## src/rtl/srrc_fir_pkg.sv

```systemverilog
`default_nettype none
// ============================================================================
// Module   : srrc_fir_pkg
// Purpose  : Shared constants, state encoding and default RRC taps for srrc_fir_mac
// Revision : 1.0
// ============================================================================
package srrc_fir_pkg;

  localparam int DATA_W   = 16;
  localparam int FRAC     = 13;
  localparam int ACC_W    = 32;
  localparam int MAX_TAPS = 64;

  localparam logic signed [ACC_W-1:0] SAT_MAX = 32'sd32767;
  localparam logic signed [ACC_W-1:0] SAT_MIN = -32'sd32768;

  localparam logic [1:0] ST_IDLE = 2'd0;
  localparam logic [1:0] ST_MAC  = 2'd1;
  localparam logic [1:0] ST_OUT  = 2'd2;

  // Symmetric 17-tap root-raised-cosine, centred on index 8; tail entries unused
  localparam logic [DATA_W-1:0] DEFAULT_COEF [MAX_TAPS] = '{
    16'hFF9C, 16'hFF60, 16'hFFD8, 16'h00F0, 16'h0280, 16'h044C, 16'h05F0, 16'h0708,
    16'h076C, 16'h0708, 16'h05F0, 16'h044C, 16'h0280, 16'h00F0, 16'hFFD8, 16'hFF60,
    16'hFF9C, 16'h0000, 16'h0000, 16'h0000, 16'h0000, 16'h0000, 16'h0000, 16'h0000,
    16'h0000, 16'h0000, 16'h0000, 16'h0000, 16'h0000, 16'h0000, 16'h0000, 16'h0000,
    16'h0000, 16'h0000, 16'h0000, 16'h0000, 16'h0000, 16'h0000, 16'h0000, 16'h0000,
    16'h0000, 16'h0000, 16'h0000, 16'h0000, 16'h0000, 16'h0000, 16'h0000, 16'h0000,
    16'h0000, 16'h0000, 16'h0000, 16'h0000, 16'h0000, 16'h0000, 16'h0000, 16'h0000,
    16'h0000, 16'h0000, 16'h0000, 16'h0000, 16'h0000, 16'h0000, 16'h0000, 16'h0000
  };

endpackage
`default_nettype wire

```

## src/rtl/srrc_coef_ram.sv

```systemverilog
`default_nettype none
// ============================================================================
// Module   : srrc_coef_ram
// Purpose  : NTAPS-entry coefficient register file, sync write / async read
// Revision : 1.0
// ============================================================================
module srrc_coef_ram
  import srrc_fir_pkg::*;
#(
  parameter int NTAPS = 17,
  parameter int TAP_W = 5
) (
  input  logic              clk,
  input  logic              rst_n,
  input  logic              we_i,
  input  logic [5:0]        wr_addr_i,
  input  logic [DATA_W-1:0] wr_data_i,
  input  logic [TAP_W-1:0]  rd_addr_i,
  output logic [DATA_W-1:0] rd_data_o
);

  logic [DATA_W-1:0] coef_q [NTAPS];
  logic              w_addr_ok;

  // Widened compare so NTAPS=64 does not wrap to zero
  assign w_addr_ok = ({1'b0, wr_addr_i} < 7'(NTAPS));

  always_ff @(posedge clk or negedge rst_n) begin
    if (!rst_n) begin
      for (int i = 0; i < NTAPS; i++) coef_q[i] <= DEFAULT_COEF[i];
    end else if (we_i && w_addr_ok) begin
      coef_q[wr_addr_i[TAP_W-1:0]] <= wr_data_i;
    end
  end

  assign rd_data_o = coef_q[rd_addr_i];

endmodule
`default_nettype wire

```

## src/rtl/srrc_fir_mac.sv

```systemverilog
`default_nettype none
// ============================================================================
// Module   : srrc_fir_mac
// Purpose  : Time-multiplexed Q2.13 pulse-shaping FIR, one MAC per clock
// Revision : 1.0
// ============================================================================
module srrc_fir_mac
  import srrc_fir_pkg::*;
#(
  parameter int NTAPS = 17
) (
  input  logic              clk,
  input  logic              rst_n,
  input  logic              in_valid_i,
  input  logic [DATA_W-1:0] in_sample_i,
  output logic              in_ready_o,
  output logic              out_valid_o,
  output logic [DATA_W-1:0] out_sample_o,
  input  logic              out_ready_i,
  input  logic              coef_we_i,
  input  logic [5:0]        coef_addr_i,
  input  logic [DATA_W-1:0] coef_data_i
);

  localparam int TAP_W = (NTAPS > 1) ? $clog2(NTAPS) : 1;
  localparam logic [TAP_W-1:0] c_last_tap = TAP_W'(NTAPS - 1);

  logic [1:0]               state_q, state_d;
  logic [DATA_W-1:0]        x_q [NTAPS];
  logic signed [ACC_W-1:0]  acc_q, acc_d;
  logic [TAP_W-1:0]         tap_q, tap_d;
  logic                     out_valid_q, out_valid_d;
  logic [DATA_W-1:0]        out_sample_q, out_sample_d;

  logic                     w_accept;
  logic                     w_coef_we;
  logic [DATA_W-1:0]        w_coef;
  logic signed [2*DATA_W-1:0] w_prod;
  logic signed [ACC_W-1:0]  w_prod_ext;
  logic signed [ACC_W-1:0]  w_acc_sum;
  logic [DATA_W-1:0]        w_sat;

  assign in_ready_o   = (state_q == ST_IDLE);
  assign w_accept     = in_valid_i && in_ready_o;
  assign w_coef_we    = coef_we_i && (state_q == ST_IDLE);
  assign out_valid_o  = out_valid_q;
  assign out_sample_o = out_sample_q;

  srrc_coef_ram #(
    .NTAPS (NTAPS),
    .TAP_W (TAP_W)
  ) u_coef_ram (
    .clk       (clk),
    .rst_n     (rst_n),
    .we_i      (w_coef_we),
    .wr_addr_i (coef_addr_i),
    .wr_data_i (coef_data_i),
    .rd_addr_i (tap_q),
    .rd_data_o (w_coef)
  );

  // Floor (arithmetic) shift of the full product, then sign-extend
  assign w_prod     = $signed(x_q[tap_q]) * $signed(w_coef);
  assign w_prod_ext = ACC_W'(w_prod >>> FRAC);
  assign w_acc_sum  = acc_q + w_prod_ext;

  always_comb begin
    if (w_acc_sum > SAT_MAX)      w_sat = SAT_MAX[DATA_W-1:0];
    else if (w_acc_sum < SAT_MIN) w_sat = SAT_MIN[DATA_W-1:0];
    else                          w_sat = w_acc_sum[DATA_W-1:0];
  end

  always_comb begin
    state_d      = state_q;
    acc_d        = acc_q;
    tap_d        = tap_q;
    out_valid_d  = out_valid_q;
    out_sample_d = out_sample_q;
    case (state_q)
      ST_IDLE: begin
        if (w_accept) begin
          acc_d   = '0;
          tap_d   = '0;
          state_d = ST_MAC;
        end
      end
      ST_MAC: begin
        acc_d = w_acc_sum;
        tap_d = tap_q + 1'b1;
        if (tap_q == c_last_tap) begin
          tap_d        = '0;
          state_d      = ST_OUT;
          out_valid_d  = 1'b1;
          out_sample_d = w_sat;
        end
      end
      ST_OUT: begin
        if (out_ready_i) begin
          state_d     = ST_IDLE;
          out_valid_d = 1'b0;
        end
      end
      default: state_d = ST_IDLE;
    endcase
  end

  always_ff @(posedge clk or negedge rst_n) begin
    if (!rst_n) begin
      state_q      <= ST_IDLE;
      acc_q        <= '0;
      tap_q        <= '0;
      out_valid_q  <= 1'b0;
      out_sample_q <= '0;
    end else begin
      state_q      <= state_d;
      acc_q        <= acc_d;
      tap_q        <= tap_d;
      out_valid_q  <= out_valid_d;
      out_sample_q <= out_sample_d;
    end
  end

  always_ff @(posedge clk or negedge rst_n) begin
    if (!rst_n) begin
      for (int k = 0; k < NTAPS; k++) x_q[k] <= '0;
    end else if (w_accept) begin
      for (int k = NTAPS - 1; k > 0; k--) x_q[k] <= x_q[k-1];
      x_q[0] <= in_sample_i;
    end
  end

endmodule
`default_nettype wire

```

## config.mk

```make
export PLATFORM = sky130hd
export DESIGN_NAME = srrc_fir_mac
export DESIGN_NICKNAME = d
export VERILOG_FILES = /design/src/rtl/srrc_fir_pkg.sv /design/src/rtl/srrc_coef_ram.sv /design/src/rtl/srrc_fir_mac.sv
export SDC_FILE = /design/constraint.sdc
export NUM_CORES = 2
export LEC_CHECK = 0
export ABC_AREA = 1
export CORE_MARGIN = 2
export CORE_UTILIZATION = 55
export CTS_CLUSTER_DIAMETER = 80
export DETAILED_ROUTE_END_ITERATION = 10
export HOLD_SLACK_MARGIN = 0.03
export PLACE_DENSITY = 0.71
export SLEW_MARGIN = 25
export SYNTH_ARGS = -nofsm -noshare
export SYNTH_HDL_FRONTEND = slang
export SYNTH_HIERARCHICAL = 1
export SYNTH_SLANG_ARGS = --single-unit
```

## constraint.sdc

```tcl
create_clock -name clk -period 13.1 [get_ports clk]
set_input_delay 1.965 -clock clk [delete_from_list [all_inputs] [get_ports clk]]
set_output_delay 1.965 -clock clk [all_outputs]
set_load 0.01 [all_outputs]
```

# After elaboration in Yosys (flattened, before gate mapping)
# Cells that the tools add are included.
# totals
ramBits,0
latch_bits,0
input_bits,43
word_cells,90
register_bits,600
out_inout_bits,18
romBits,0
mem_count,0
# classes
magnitude_cmp,6
shifts,0
n_div,0
eq_ne,6
bitwise_logic,2
muxes,23
add_sub_neg,2
mul,1
n_reduce_logical,11
# ops
op,n
$bwmux 272,1
$bmux 16 s5,2
$mux 16,7
$demux 16 s5,1
$pmux 32 s2,1
$add 32x19->32,1
$gt 32x16->1 const B,1
$lt 32x16->1 const B,1
$mul 16x16->32,1
$mux 32,1
$ge 6x6->1 const B,2
$not 5->6,2
$mux 5,2
$pmux 5 s2,1
$lt 6x1->1 const B,1
$lt 6x5->1 const B,1
$mux 2,3
$pmux 2 s3,1
$reduce_and 3->1,2
$add 5x1->5 const B,1
$eq 5x5->1 const B,1
$logic_and 1x1->1,4
$ne 2x2->1 const B,2
$reduce_and 2->1,2
other kinds (7),9

# Longest topological paths before layout
# logic_depth
word_depth,9
depth_mapped,59

# By module
# The synthesis kept the hierarchy.
# by_module_without_submodules
mod,seq_area_each_um2,area_each_um2,instances,cells_per_inst
srrc_fir_mac,8207.9,25912.4,1,3206
srrc_coef_ram,6950.4,13631.8,1,1810

# Worst setup path after synthesis
# No wires, ideal clock.
# synth_path
path_type,reg2reg
from,reg tap_q[0]
to,"reg out_sample_q[5], in the netlist out_sample_o[5]"
required_ns,12.983
arrival_ns,9.439
path_buffers,5
setup_slack_ns,3.544
path_stages_with_launch,46
cell_sequence,dfrtp_1 > buf_6 > inv_2 > buf_4 > clkbuf_1 > clkbuf_1 > o21ai_0 > a21oi_1 > o41ai_1 > o21ai_1 > inv_1 > nor2_1 > inv_1 > fa_1 > inv_1 > fa_1 > fa_1 > fa_1 > [... 10 more ...] > nand2_2 > nand2_2 > nand3_1 > nand2_1 > ha_1 > nand2_1 > nor4_1 > nand3_1 > nand3_1 > xor2_1 > nand4_1 > nor2_1 > nand3b_1 > o21ai_4 > buf_6 > nand2_1 > nand2_1 > nand2_1
# synth_between
elab_chain_len,9
elab_cells_between_ends,15
classes_between,add/sub (1); mul (1); order compare (2); eq/ne (1); mux (8); bitwise (1); reduce/logical (1)
# synth_lines
element,line,source
start: declaration,srrc_fir_mac.sv:31,"logic [TAP_W-1:0] tap_q, tap_d;"
start signal: assignment,srrc_fir_mac.sv:117,tap_q <= tap_d;
$not 5->6 (not written as such),"srrc_coef_ram.sv:36, srrc_fir_mac.sv:63",
$bmux 16 s5 (on tied branches),"srrc_fir_mac.sv:63, srrc_coef_ram.sv:36",
$mux 16 (on tied branches) (2 in a row),"srrc_fir_mac.sv:63, srrc_coef_ram.sv:36",
$mul 16x16->32,srrc_fir_mac.sv:63,assign w_prod = $signed(x_q[tap_q]) * $signed(w_coef);
$add 32x19->32,srrc_fir_mac.sv:65,assign w_acc_sum = acc_q + w_prod_ext;
$lt 32x16->1,srrc_fir_mac.sv:69,else if (w_acc_sum < SAT_MIN) w_sat = SAT_MIN[DATA_W-1:0];
$mux 16,srrc_fir_mac.sv:69,
$mux 16,srrc_fir_mac.sv:68,if (w_acc_sum > SAT_MAX) w_sat = SAT_MAX[DATA_W-1:0];
end signal: assignment,srrc_fir_mac.sv:119,out_sample_q <= out_sample_d;
end: declaration,srrc_fir_mac.sv:33,"logic [DATA_W-1:0] out_sample_q, out_sample_d;"
# Parallel ways exist; a longest one is shown, timed or not. The select of a mux whose other input is x is not followed.
# A chain may end at the register's enable or synchronous reset.

# Final worst setup path
# layout_path
from,reg tap_q[3]
to,"reg out_sample_q[2], in the netlist out_sample_o[2]"
# The elaborated chain is that of the path after synthesis.

==> flow_metrics.env <==
export IMPL_hold_violations=0
export IMPL_fin_nets=5357
export IMPL_n_fill_cell=6407
export IMPL_gp_congestion=0.930
export IMPL_crit_start="tap_q[3]$_DFFE_PN0P_"
export IMPL_tightest_slew_ps=1080
export IMPL_ys_types=52
export IMPL_ff_latch_area_um2=15200
export IMPL_path_class="flip-flop to flip-flop"
export IMPL_routed_wl_um=101000
export IMPL_fp_dieW_um=272
export IMPL_fin_crit_ps=11880
export IMPL_rr_startpoint="tap_q[3]$_DFFE_PN0P_"
export IMPL_synth_edf_count=0
export IMPL_required_ps=13610
export IMPL_dp_hpwl_um=68200
export IMPL_clockRootBuffer="clkbuf_16"
export IMPL_design_core_area_um2=71400
export IMPL_synth_cells=5016
export IMPL_crit_slowest_cell="o21ai_1"
export IMPL_clock_sinks=600
export IMPL_start_kind="flip-flop"
export IMPL_post_place_ws_ps=1440
export IMPL_grt_pass1_wl_um=168000
export IMPL_grt_overflow_total=0
export IMPL_synth_nets=5437
export IMPL_avgViaCountPerCell=5.40
export IMPL_routedWlPerCell_um=17.0
export IMPL_grt_max_degree=156
export IMPL_slew_viol_final=0
export IMPL_arrival_ps=12390
export IMPL_ys_seq_area_share_pct=38.3
export IMPL_multi_input_area_um2=20000
export IMPL_synthToLayoutAreaGrowth_pct=8.69
export IMPL_ys_seq_elements=600
export IMPL_dieArea_um2=74100
export IMPL_finalSetupViolCount=0
export IMPL_cts_tree="built"
export IMPL_hold_start="u_coef_ram/coef_q[137]$_DFFE_PN1P_"
export IMPL_clk_insertion_delay_late_ps=630
export IMPL_first_pass_iters=6
export IMPL_timing_final_ws_setup_ps=1220
export IMPL_io_pins=61
export IMPL_antenna_cells=0
export IMPL_drc=0
export IMPL_cp_common_cell="inv_1"
export IMPL_crit_fanout=24
export IMPL_cts_max_path_buffers=3
export IMPL_port_buffers=60
export IMPL_postCtsHoldBufs=0
export IMPL_die_height_um=272
export IMPL_drive_gt1_share_pct=6.49
export IMPL_syn_avg_cell_area_um2=7.88
export IMPL_grt_pass1_vias=31887
export IMPL_grt_antenna_before_repair=1
export IMPL_min_period_over_period_pct=90.7
export IMPL_status="complete, no violations"
export IMPL_worst_setup_path_end_kind="flip-flop"
export IMPL_antenna_left=0
export IMPL_synth_warnings=6
export IMPL_ys_flop_type="dfrtp_1"
export IMPL_fin_tns_setup_ps=0
export IMPL_post_cts_buffers=0
export IMPL_vias=32103
export IMPL_clock_fmax_ghz=0.0842
export IMPL_cts_htree_levels=3
export IMPL_rsz0062_at_grt="no"
export IMPL_cts_repair_resized=0
export IMPL_maxCapViolations=0
export IMPL_path_clk_slew_ps=60
export IMPL_cp_slowest_stage_delay_ps=920
export IMPL_cts_buffers_inserted=71
export IMPL_track_usage_pct=28.2
export IMPL_drt_iter0_drc=2818
export IMPL_finClkSkew_ps=30.3
export IMPL_hold_class="flip-flop to flip-flop"
export IMPL_syn_area_um2=39500
export IMPL_start_util_pct=55.4
export IMPL_relSlewSlack_pct=27.7
export IMPL_ys_async_sr_fraction_pct=100
export IMPL_num_rows=98
==> placed cells by master, fill, tap and decap left out, types with 19 or more instances in the layout <==
master	instances
o21ai_1	172
nand2_1	1279
clkbuf_16	72
clkbuf_1	19
a21oi_1	254
nand3_1	198
o21ai_0	534
xor2_1	38
fa_1	262
buf_4	40
xnor2_1	21
dfrtp_1	483
inv_1	832
nor2_1	301
clkdlybuf4s50_1	59
ha_1	116
dfstp_2	115
==> critical path: cells and delay by family, from the launching register on <==
family / cells / cell delay, ps
adders and majority gates: 8 / 4350
and+or+nand+nor: 18 / 3060
AOI/OAI and AO/OA: 6 / 1990
buffers and inverters: 8 / 1700
DFF: 1 / 360
xor gates and xnor gates: 1 / 250
==> cell type report <==
class | count | share of cell area, %
clock buffers | 107 | 4.87
clock inverters | 24 | 0.879
inverters | 850 | 7.45
multi-input cells | 3310 | 46.5
flip-flops and latches | 600 | 35.3
well taps | 950 | 2.77
repair buffers | 103 | 2.24
==> cells in the mapped netlist, drive strengths merged (2+ instances only) <==
master	n	area, um^2
nor2	306	1160
dfstp	115	3020
nand3	202	1030
nand3b	4	30.0
clkbuf	171	642
nand4	10	62.6
clkinv	10	37.5
nor3	14	75.1
ha	116	1450
o21bai	6	45.0
a31oi	9	56.3
nor4	6	52.6
o21ai	714	3600
inv	840	3160
a211oi	2	15.0
a21oi	255	1280
xnor2	21	184
dfrtp	485	12100
o22ai	3	18.8
a21o	7	52.6
buf	85	588
fa	262	5250
nand2	1301	4980
o41ai	14	123
a22o	10	87.6
xor2	38	333
==> cell families after synthesis <==
| group | after synthesis | share of synthesized area [%] |
|---|---|---|
| flops | 600 | 38.3 |
| buf+inv | 1106 | 11.2 |
| fa+ha+maj | 378 | 16.9 |
| xor+xnor | 59 | 1.31 |
| compound gates | 1026 | 13.5 |
| simple gates | 1847 | 18.8 |
==> worst paths after layout <==
kind                                                            to  slack, ps  depth (start not counted)
worst max register to register         out_sample_o[2]$_DFFE_PN0P_       1220                         41
worst min register to register  u_coef_ram/coef_q[137]$_DFFE_PN1P_        470                          2
worst max-delay path                   out_sample_o[2]$_DFFE_PN0P_       1220                         41
min in group asynchronous                      x_q[34]$_DFFE_PN0P_       1270                          1
worst min-delay path            u_coef_ram/coef_q[137]$_DFFE_PN1P_        470                          2
max in group asynchronous                     acc_q[2]$_DFFE_PN0P_       9680                          3
==> sequential cells by signal (all words and copies together), names as in the netlist <==
| register | flops |
|---|---|
| out_valid_o | 1 |
| x_q | 272 |
| tap_q | 5 |
| acc_q | 32 |
| out_sample_o | 16 |
| u_coef_ram/coef_q | 272 |
| state_q | 2 |
==> through the flow <==
stage	cells	hold slack [ps]	cell area, um^2	util (%)
6_report	5944	471	43000	60.2
5_1_grt	5944	483	43000	60.2
4_1_cts	5943	473	42900	60.2
3_5_place_dp	5812	464	40500	56.7
3_3_place_gp	5812	460	40500	56.7
2_1_floorplan	5016	448	39500	-
==> per-layer routing <==
layer  GRT usage, %  vias up  part of all wire (%)
li1               -    15400                     -
met1           39.4    15419                    44
met2           45.2     1083                    47
met3           4.18      199                   6.5
met4           9.86        2                   3.2
met5              0        -                 0.016
Power is not shown: default switching activity piles up to over one toggle a cycle in this logic, so the estimate is an artifact.
